## src/rtl/vga_fb_pkg.sv

```systemverilog
// Shared constants and types for the VGA rectangle fill engine:
// framebuffer geometry, CSR offsets and the fill FSM state encoding.
package vga_fb_pkg;

    localparam int FB_WIDTH      = 640;
    localparam int FB_HEIGHT     = 480;
    localparam int WORDS_PER_ROW = 40;
    localparam int PX_PER_GROUP  = 4;
    localparam int GROUPS_PER_WD = 4;

    // First VRAM word of the palette region; fills must stay below it.
    localparam logic [14:0] PALETTE_BASE = 15'h4B00;

    // CSR word offsets
    localparam logic [2:0] CSR_X0    = 3'd0;
    localparam logic [2:0] CSR_Y0    = 3'd1;
    localparam logic [2:0] CSR_W     = 3'd2;
    localparam logic [2:0] CSR_H     = 3'd3;
    localparam logic [2:0] CSR_COLOR = 3'd4;
    localparam logic [2:0] CSR_CTRL  = 3'd5;

    typedef enum logic [2:0] {
        IDLE     = 3'd0,
        SETUP    = 3'd1,
        WRITE    = 3'd2,
        NEXT_ROW = 3'd3,
        DONE_ST  = 3'd4
    } fill_state_t;

    // VRAM word address of the first word of a scanline.
    function automatic logic [14:0] row_base(input logic [8:0] row);
        return 15'(row) * 15'(WORDS_PER_ROW);
    endfunction

endpackage

```

## src/rtl/fill_word_mask.sv

```systemverilog
// Byte-enable generator: marks which 4-pixel groups of one VRAM word
// fall inside the horizontal span [x0, xe). Group g drives enable bit 3-g.
module fill_word_mask
    import vga_fb_pkg::*;
(
    input  logic [5:0]  i_word,
    input  logic [9:0]  i_x0,
    input  logic [10:0] i_xe,
    output logic [3:0]  o_be
);

    logic [10:0] w_grp_lo;
    logic [10:0] w_grp_hi;

    // Test each group's pixel range against the span; x0 and xe are 4-px aligned.
    always_comb begin
        o_be     = '0;
        w_grp_lo = '0;
        w_grp_hi = '0;
        for (int g = 0; g < GROUPS_PER_WD; g++) begin
            w_grp_lo = {1'b0, i_word, 2'(g), 2'b00};
            w_grp_hi = w_grp_lo + 11'(PX_PER_GROUP);
            o_be[3 - g] = (w_grp_lo >= {1'b0, i_x0}) && (w_grp_hi <= i_xe);
        end
    end

endmodule

```

## src/rtl/vga_rect_fill_engine.sv

```systemverilog
// Rectangle fill engine: Avalon-MM CSR slave holding a rectangle and a
// 2-bit colour, and an Avalon-MM master that writes packed 2bpp words
// (16 px per word) into VGA VRAM, one word per cycle within a row.
//
// Master handshake: a word is transferred on a rising edge where
// AVM_WRITE=1 and AVM_WAITREQUEST=0; while AVM_WAITREQUEST=1 the address,
// byte enables and data are held unchanged until that edge.
module vga_rect_fill_engine
    import vga_fb_pkg::*;
(
    input  logic        CLK,
    input  logic        RESET,
    input  logic        AVL_READ,
    input  logic        AVL_WRITE,
    input  logic        AVL_CS,
    input  logic [2:0]  AVL_ADDR,
    input  logic [31:0] AVL_WRITEDATA,
    output logic [31:0] AVL_READDATA,
    output logic [14:0] AVM_ADDR,
    output logic        AVM_WRITE,
    output logic [3:0]  AVM_BYTE_EN,
    output logic [31:0] AVM_WRITEDATA,
    input  logic        AVM_WAITREQUEST,
    output logic        IRQ,
    output logic [2:0]  o_dbg_state
);

    fill_state_t r_state;

    logic [9:0]  r_x0;
    logic [8:0]  r_y0;
    logic [10:0] r_w;
    logic [9:0]  r_h;
    logic [1:0]  r_color;
    logic        r_irq_en;
    logic        r_done;
    logic        r_err;
    logic [10:0] r_xe;
    logic [9:0]  r_ye;
    logic [8:0]  r_row;
    logic [5:0]  r_word;

    logic        w_busy;
    logic        w_csr_wr;
    logic        w_cfg_wr;
    logic        w_ctrl_wr;
    logic        w_start;
    logic [11:0] w_x_end_raw;
    logic [10:0] w_y_end_raw;
    logic [10:0] w_xe;
    logic [9:0]  w_ye;
    logic        w_oob;
    logic [10:0] w_xe_m1;
    logic [5:0]  w_last_word;
    logic [9:0]  w_row_next;
    logic        w_writing;
    logic [3:0]  w_be;
    logic        w_unused;

    assign w_busy    = (r_state != IDLE);
    assign w_csr_wr  = AVL_CS && AVL_WRITE;
    assign w_cfg_wr  = w_csr_wr && !w_busy;
    assign w_ctrl_wr = w_csr_wr && (AVL_ADDR == CSR_CTRL);
    assign w_start   = w_ctrl_wr && AVL_WRITEDATA[0] && !w_busy;

    // Clipping arithmetic; widths are wide enough that the raw sums never wrap.
    assign w_x_end_raw = {2'b00, r_x0} + {1'b0, r_w};
    assign w_y_end_raw = {2'b00, r_y0} + {1'b0, r_h};
    assign w_xe  = (w_x_end_raw > 12'(FB_WIDTH))  ? 11'(FB_WIDTH)  : w_x_end_raw[10:0];
    assign w_ye  = (w_y_end_raw > 11'(FB_HEIGHT)) ? 10'(FB_HEIGHT) : w_y_end_raw[9:0];
    assign w_oob = (r_x0 >= 10'(FB_WIDTH)) || (r_y0 >= 9'(FB_HEIGHT));

    // Last word touched in a row; xe never exceeds FB_WIDTH so bit 10 is zero.
    assign w_xe_m1     = r_xe - 11'd1;
    assign w_last_word = w_xe_m1[9:4];
    assign w_row_next  = {1'b0, r_row} + 10'd1;

    assign w_unused = &{1'b0, AVL_WRITEDATA[31:11], w_xe_m1[10], w_xe_m1[3:0]};

    fill_word_mask u_mask (
        .i_word (r_word),
        .i_x0   (r_x0),
        .i_xe   (r_xe),
        .o_be   (w_be)
    );

    // Rectangle/colour registers are frozen while a fill runs; IRQ_EN is always writable.
    always_ff @(posedge CLK or negedge RESET) begin
        if (!RESET) begin
            r_x0     <= '0;
            r_y0     <= '0;
            r_w      <= '0;
            r_h      <= '0;
            r_color  <= '0;
            r_irq_en <= 1'b0;
        end else begin
            if (w_cfg_wr) begin
                case (AVL_ADDR)
                    CSR_X0:    r_x0    <= {AVL_WRITEDATA[9:2], 2'b00};
                    CSR_Y0:    r_y0    <= AVL_WRITEDATA[8:0];
                    CSR_W:     r_w     <= {AVL_WRITEDATA[10:2], 2'b00};
                    CSR_H:     r_h     <= AVL_WRITEDATA[9:0];
                    CSR_COLOR: r_color <= AVL_WRITEDATA[1:0];
                    default:   ;
                endcase
            end
            if (w_ctrl_wr) begin
                r_irq_en <= AVL_WRITEDATA[8];
            end
        end
    end

    // Fill sequencer plus sticky DONE/ERR; FSM updates after the clear so completion wins.
    always_ff @(posedge CLK or negedge RESET) begin
        if (!RESET) begin
            r_state <= IDLE;
            r_done  <= 1'b0;
            r_err   <= 1'b0;
            r_xe    <= '0;
            r_ye    <= '0;
            r_row   <= '0;
            r_word  <= '0;
        end else begin
            if (w_ctrl_wr && AVL_WRITEDATA[1]) begin
                r_done <= 1'b0;
            end
            case (r_state)
                IDLE: begin
                    if (w_start) begin
                        r_done  <= 1'b0;
                        r_err   <= 1'b0;
                        r_state <= SETUP;
                    end
                end
                SETUP: begin
                    if (w_oob) begin
                        r_err   <= 1'b1;
                        r_done  <= 1'b1;
                        r_state <= IDLE;
                    end else if ((r_w == '0) || (r_h == '0)) begin
                        r_done  <= 1'b1;
                        r_state <= IDLE;
                    end else begin
                        r_xe    <= w_xe;
                        r_ye    <= w_ye;
                        r_row   <= r_y0;
                        r_word  <= r_x0[9:4];
                        r_state <= WRITE;
                    end
                end
                WRITE: begin
                    if (!AVM_WAITREQUEST) begin
                        if (r_word < w_last_word) begin
                            r_word <= r_word + 6'd1;
                        end else begin
                            r_state <= NEXT_ROW;
                        end
                    end
                end
                NEXT_ROW: begin
                    r_row <= w_row_next[8:0];
                    if (w_row_next == r_ye) begin
                        r_state <= DONE_ST;
                    end else begin
                        r_word  <= r_x0[9:4];
                        r_state <= WRITE;
                    end
                end
                DONE_ST: begin
                    r_done  <= 1'b1;
                    r_state <= IDLE;
                end
                default: r_state <= IDLE;
            endcase
        end
    end

    // Master outputs are pure functions of registered state, so they hold under waitrequest.
    assign w_writing     = (r_state == WRITE);
    assign AVM_WRITE     = w_writing;
    assign AVM_ADDR      = w_writing ? (row_base(r_row) + {9'b0, r_word}) : '0;
    assign AVM_BYTE_EN   = w_writing ? w_be : '0;
    assign AVM_WRITEDATA = w_writing ? {16{r_color}} : '0;

    assign IRQ         = r_done && r_irq_en;
    assign o_dbg_state = r_state;

    // Zero-latency CSR read mux; offsets 6 and 7 read as zero.
    always_comb begin
        AVL_READDATA = '0;
        if (AVL_CS && AVL_READ) begin
            case (AVL_ADDR)
                CSR_X0:    AVL_READDATA = {22'b0, r_x0};
                CSR_Y0:    AVL_READDATA = {23'b0, r_y0};
                CSR_W:     AVL_READDATA = {21'b0, r_w};
                CSR_H:     AVL_READDATA = {22'b0, r_h};
                CSR_COLOR: AVL_READDATA = {30'b0, r_color};
                CSR_CTRL:  AVL_READDATA = {23'b0, r_irq_en, 5'b0, r_err, r_done, w_busy};
                default:   AVL_READDATA = '0;
            endcase
        end
    end

endmodule

```

## config.mk

```make
export PLATFORM = sky130hd
export DESIGN_NAME = vga_rect_fill_engine
export DESIGN_NICKNAME = d
export VERILOG_FILES = /design/src/rtl/vga_fb_pkg.sv /design/src/rtl/fill_word_mask.sv /design/src/rtl/vga_rect_fill_engine.sv
export SDC_FILE = /design/constraint.sdc
export NUM_CORES = 1
export LEC_CHECK = 0
export CAP_MARGIN = 20
export CORE_MARGIN = 3
export CORE_UTILIZATION = 49
export CTS_CLUSTER_DIAMETER = 30
export DETAILED_ROUTE_END_ITERATION = 6
export GPL_ROUTABILITY_DRIVEN = 0
export HOLD_SLACK_MARGIN = 0.08
export PLACE_DENSITY = 0.91
export SLEW_MARGIN = 20
export SYNTH_ARGS = -nofsm -noshare
export SYNTH_HDL_FRONTEND = slang
export SYNTH_SLANG_ARGS = --single-unit
```

## constraint.sdc

```tcl
create_clock -name CLK -period 3.3 [get_ports CLK]
set_input_delay 0.495 -clock CLK [delete_from_list [all_inputs] [get_ports CLK]]
set_output_delay 0.495 -clock CLK [all_outputs]
set_load 0.01 [all_outputs]
```

# Yosys cells after proc, flatten, opt, wreduce, memory -nomap -nowiden
# Index checks and enable logic that the tools add are counted.
# word_totals
ff_bits,80
input_bits,41
output_inout_bits,88
# classes
add_sub_neg,10
n_mul,1
magnitude_cmp,13
eq_ne,18
mux,31
bitwise,2
reduce_logical,33
# op_table
op,count
$pmux 11 s6,1
$add 10x3->11 const B,4
$le 11x11->1,4
$ge 10x10->1,4
$mux 32,1
$mux 6,5
$mux 11,2
$mux 9,2
$pmux 6 s3,1
$pmux 9 s2,1
$add 15x6->15,1
$mux 15,1
$ne 2x2->1 const B,7
$add 10x11->12,1
$eq 3x2->1 const B,4
$gt 12x10->1 const B,1
$logic_and 1x1->1,12
$mul 9x3->12 const B,1
$mux 3,4
$pmux 3 s4,1
$reduce_and 3->1,4
$add 9x10->11,1
$gt 11x9->1 const B,1
$logic_not 11->1,1
other kinds (25),43

# Depth between registers and ports, before layout
# depth
depth_word,7
ltp_mapped,14
mapped_depth_nobuf,12

# Modules after synthesis
# From an unflattened synthesis, not the netlist that was laid out.
# unflattened
cells_unflattened,736
area_unflattened_um2,6797.8
# modules_own_cells
mod,n_inst,cells_per_inst,area_per_inst_um2,seq_area_each_um2
vga_rect_fill_engine,1,638,6077.1,1951.9
fill_word_mask,1,98,720.7,0.0

# Least setup slack after synthesis
# OpenSTA, ideal clock, no wires.
# synth_timing
kind,register to register
start,reg r_xe[2]
end,reg r_word[0]
setup_ps,126
arrival_time_ps,3087
required_ps,3174
setup_slack_ps,87
path_stages_with_launch,15
path_buffers,2
synth_period_minus_slack_ps,3213
path_cell_list,dfrtp_1 > buf_2 > nor3_1 > nand2_1 > nor3_1 > xnor2_1 > ha_1 > a21o_1 > a21oi_1 > nand2_1 > o31ai_4 > a22oi_2 > or3_1 > buf_6 > a221o_1
# synth_between
elab_chain_cells,4
# synth_rtl
element,line_no,text
from (decl),vga_rect_fill_engine.sv:38,logic [10:0] r_xe;
from (signal assigned),vga_rect_fill_engine.sv:144,r_xe <= w_xe;
$sub 10x1->10,vga_rect_fill_engine.sv:74,assign w_xe_m1 = r_xe - 11'd1;
$lt 6x6->1,vga_rect_fill_engine.sv:153,if (r_word < w_last_word) begin
$ne 2x1->1 (no source line),n/a,
$reduce_and 6->1 (no source line),n/a,
to (signal assigned),vga_rect_fill_engine.sv:147,r_word <= r_x0[9:4];
to (signal assigned),vga_rect_fill_engine.sv:154,r_word <= r_word + 6'd1;
to (signal assigned),vga_rect_fill_engine.sv:165,r_word <= r_x0[9:4];
to (decl),vga_rect_fill_engine.sv:41,logic [5:0] r_word;
# Every way passes these cells.
# A chain may end at the register's enable or synchronous reset.

# Final worst setup path
# layout_timing
start,reg r_row[1]
end,out AVM_ADDR[13]
# layout_between
elab_chain_cells,3
# layout_rtl
element,line_no,text
from (decl),vga_rect_fill_engine.sv:40,logic [8:0] r_row;
from (signal assigned),vga_rect_fill_engine.sv:146,r_row <= r_y0;
from (signal assigned),vga_rect_fill_engine.sv:161,r_row <= w_row_next[8:0];
$mul 9x3->12,vga_fb_pkg.sv:32,return 15'(row) * 15'(WORDS_PER_ROW);
$add 15x6->15,vga_rect_fill_engine.sv:181,"assign AVM_ADDR = w_writing ? (row_base(r_row) + {9'b0, r_word}) : '0;"
$mux 15,vga_rect_fill_engine.sv:181,
to (decl),vga_rect_fill_engine.sv:19,"output logic [14:0] AVM_ADDR,"
# Every way passes these cells.

==> summary.txt <==
Minimum setup slack in the final design - -208 ps
Reg-to-Reg End - r_ye[4]$_DFFE_PN0P_
Highest Clock Rate - 285 MHz
Reg-to-reg setup timing slack - 200 ps
Clock-pin slew reported for the worst setup and hold paths after clock tree synthesis - 60 ps
Most common cell in the synthesized netlist - sky130_fd_sc_hd__dfrtp_1
Fraction of the mapped netlist area in adder cells - 12.5%
RSZ-0062 raised after global routing - yes
Post-Synthesis Cell Area - 0.00682 sq mm
Highest net fanout along the worst path - 2
Htree depth - 3
Leading cell types by total area after synthesis - sky130_fd_sc_hd__dfrtp_1 29%, sky130_fd_sc_hd__ha_1 11%, sky130_fd_sc_hd__mux2_2 6.3%
Least-Margin Pin Slew - 998 ps
Post-Synth Simple-Gate Area - 17.4%
Cell taking the most area after synthesis - sky130_fd_sc_hd__dfrtp_1
Yosys warning count - 0
Portion of netlist area occupied by mux cells - 9.30%
Portion of the post-synthesis area used by sequential elements - 28.6%
Via density - 6.18
Endpoints failing hold - 0
CTS tree - yes
Setup tns final - -637 ps
Status - complete, but fails checks
Source of the critical timing path - r_row[1]$_DFFE_PN0P_
Via count of the routed design - 6336
Required time of the worst setup path - 2800 ps
Final worst-path cycle share - 106%
Die Outline Area - 0.0154 sq mm
Post-Synth XOR/XNOR Area - 4.88%
Post-detailed-routing wire length - 19600 um
Root Driver - sky130_fd_sc_hd__clkbuf_16
Startpoint kind of the worst setup timing path - flop
Wire length of the first global-routing pass - 30400 um
Power, Total - 9.36 mW
Critical path class - reg -> out
Static leakage power - 3.72 nW
Tot GR Track Use - 25.0%
Number of sinks on the clock net - 78
Mean area per synthesized cell - 9.02 sq um
Endpoint of the worst setup timing path - AVM_ADDR[13]
Number of maximum-capacitance violations - 0
Layout net count - 951
Worst min-delay path class - in -> async
Hold buffer count at CTS - 0
Antenna violations before repair - 1
Antenna Nets Post-Route - 0
Boundary pin count - 129
CTS max path bufs - 2
Number of synthesized flops with an enable pin - 0
Asr flop ratio synth - 100%
Area of the core region - 0.0135 sq mm
WL per Instance - 19.2 um
Effective utilization at floorplan - 50.7%
Antenna cell count - 0
Synthesized instance count - 756
Power density cells - 1120 mW/mm^2
Commonest cells post-synth - 78 x sky130_fd_sc_hd__dfrtp_1, 62 x sky130_fd_sc_hd__ha_1, 58 x sky130_fd_sc_hd__nand2_1
Share of post-route cells with drive strength above 1 - 18.0%
Main combinational cell family by area after synthesis - compound AO/OA/AOI/OAI gates
Pre-CTS setup slack - -361 ps
Final Core Density - 62.3%
Violated checks - negative setup slack
Height of the die - 124 um
Fin. max-slew vios - 0
Flip-flop cell with the highest count after synthesis - sky130_fd_sc_hd__dfrtp_1
Count of cells along the worst register-to-register path - 9
Growth of design area from synthesis to finish - 22.9%
Worst ir drop on vdd - 0.000584 V
Die width - 124 um
Area fraction of the dominant cell type after synthesis - 28.6%
FF-to-FF Start - r_y0[0]$_DFFE_PN0P_
Slew margin rel. - 33.5%
Shortest period the worst path allows - 3510 ps
Number of register bits inferred by synthesis - 78
Std cell rows - 42
Worst setup EP type - output port
Final Skew - 8.38 ps
DRC - 0
Data arrival, critical path - 3010 ps
Hold WS - 315 ps
Library cells used by synthesis - 73
Global-route congestion overflow total - 0
Number of buffers inserted during clock tree synthesis - 9
Violation count after the first detailed-routing iteration - 598
Clock insertion delay at the later pin of the skew report - 340 ps
Number of global-route vias before repair - 6108
Detailed-placement wirelength estimate - 13900 um
Buffers added on ports - 86
Largest net degree at the start of global routing - 79
Compound-cell area share of the yosys netlist - 18.1%
Number of endpoints failing setup at the final stage - 4
Fillcell total - 1039
Number of optimization iterations in the first detailed-route pass - 5
-- timing repair --
action / in CTS / in global routing
setup buffers: 2 / 4
resized for setup: 40 / 21
pin swaps: 14 / 12
endpoints found under the hold margin: 0 / 0
endpoints found under the setup margin: 10 / 14
-- where the power goes --
part	switching, mW	internal (mW)	total (mW)	leakage [nW]
Combinational	3.30	2.98	6.28	2.58
Sequential	0.607	1.35	1.96	0.977
Clock	0.396	0.724	1.12	0.166
Total	4.30	5.05	9.36	3.72
-- layout make-up --
cell class / count / area [sq um] / share of cell area [%]
multi-input cells: 591 / 4560 / 54.3
flip-flops and latches: 78 / 1950 / 23.3
repair buffers: 135 / 1210 / 14.4
clock buffers: 13 / 270 / 3.22
well taps: 176 / 220 / 2.63
inverters: 29 / 109 / 1.30
clock inverters: 3 / 65.1 / 0.776
-- stage by stage --
step	cells	area (sq um)
6_report	1025	8380
5_1_grt	1025	8380
4_1_cts	1021	8210
3_5_place_dp	1003	7800
3_3_place_gp	1003	7800
2_1_floorplan	776	6900
-- critical path, cell delays in order (launching register included) --
cell	delay (ps)
sky130_fd_sc_hd__dfrtp_1	420
sky130_fd_sc_hd__ha_4	280
sky130_fd_sc_hd__ha_4	170
sky130_fd_sc_hd__fa_2	370
sky130_fd_sc_hd__a211oi_2	310
sky130_fd_sc_hd__nor2_2	90
sky130_fd_sc_hd__nor4_4	320
sky130_fd_sc_hd__nand2_2	130
sky130_fd_sc_hd__nor3_4	210
sky130_fd_sc_hd__xnor2_1	90
sky130_fd_sc_hd__nor2_1	120
sky130_fd_sc_hd__buf_2	150
-- per-layer routing --
layer | GRT usage (%) | vias to the layer above | wire [um]
met5 | 0 | - | 13
met4 | 9.38 | 2 | 594
met3 | 5.95 | 73 | 1930
met2 | 41.3 | 376 | 9490
met1 | 32.0 | 2996 | 7620
li1 | - | 2889 | -
-- kinds of logic (layout without fill, tap and decap cells) --
logic type	Yosys count	after routing
adder cells (fa/ha/maj)	66	66
buffers and inverters	107	180
multiplexers	51	51
AO/OA/AOI/OAI	181	181
flip-flops	78	78
other	1	21
AND/OR/NAND/NOR	234	234
XOR/XNOR	38	38
-- worst min-delay path by stage --
| stage | startpoint | endpoint | slack [ps] | cells after the start |
|---|---|---|---|---|
| 2_1_floorplan | RESET | o_dbg_state[0]$_DFFE_PN0P_ | 200 | 0 |
| 3_3_place_gp | r_ye[2]$_DFFE_PN0P_ | r_ye[2]$_DFFE_PN0P_ | 510 | 1 |
| 3_5_place_dp | r_irq_en$_DFFE_PN0N_ | r_irq_en$_DFFE_PN0N_ | 510 | 1 |
| 4_1_cts | RESET | r_w[10]$_DFFE_PN0P_ | 360 | 1 |
| 5_1_grt | RESET | r_w[9]$_DFFE_PN0P_ | 400 | 1 |
| 6_report | RESET | r_w[10]$_DFFE_PN0P_ | 320 | 1 |
-- cells in the final DEF (no fill, tap or decap), types with 7 or more instances in the layout --
master	synthesis	routed
sky130_fd_sc_hd__and3_1	12	12
sky130_fd_sc_hd__ha_1	62	54
sky130_fd_sc_hd__nand2_1	58	57
sky130_fd_sc_hd__xor2_1	13	12
sky130_fd_sc_hd__nor2b_1	11	11
sky130_fd_sc_hd__nand3_1	15	15
sky130_fd_sc_hd__nor3_1	18	15
sky130_fd_sc_hd__or4_1	7	7
sky130_fd_sc_hd__conb_1	1	21
sky130_fd_sc_hd__mux2_2	38	38
sky130_fd_sc_hd__buf_4	51	47
sky130_fd_sc_hd__a21oi_1	40	40
sky130_fd_sc_hd__o21ai_0	38	36
sky130_fd_sc_hd__inv_1	29	29
sky130_fd_sc_hd__xnor2_1	25	22
sky130_fd_sc_hd__and4_1	7	7
sky130_fd_sc_hd__nor2_1	55	52
sky130_fd_sc_hd__ha_4	0	7
sky130_fd_sc_hd__clkdlybuf4s50_1	0	75
sky130_fd_sc_hd__nand4_1	11	11
sky130_fd_sc_hd__a211oi_1	12	8
sky130_fd_sc_hd__clkbuf_16	0	9
sky130_fd_sc_hd__a21o_1	16	16
sky130_fd_sc_hd__dfrtp_1	78	76
-- registers in the layout, summed over array words and instances (netlist names), 2 cells and up --
register,flops
o_dbg_state,3
r_color,2
r_h,10
r_row,9
r_w,9
r_word,6
r_x0,8
r_xe,9
r_y0,9
r_ye,10
(Power assumes the default switching activity.)
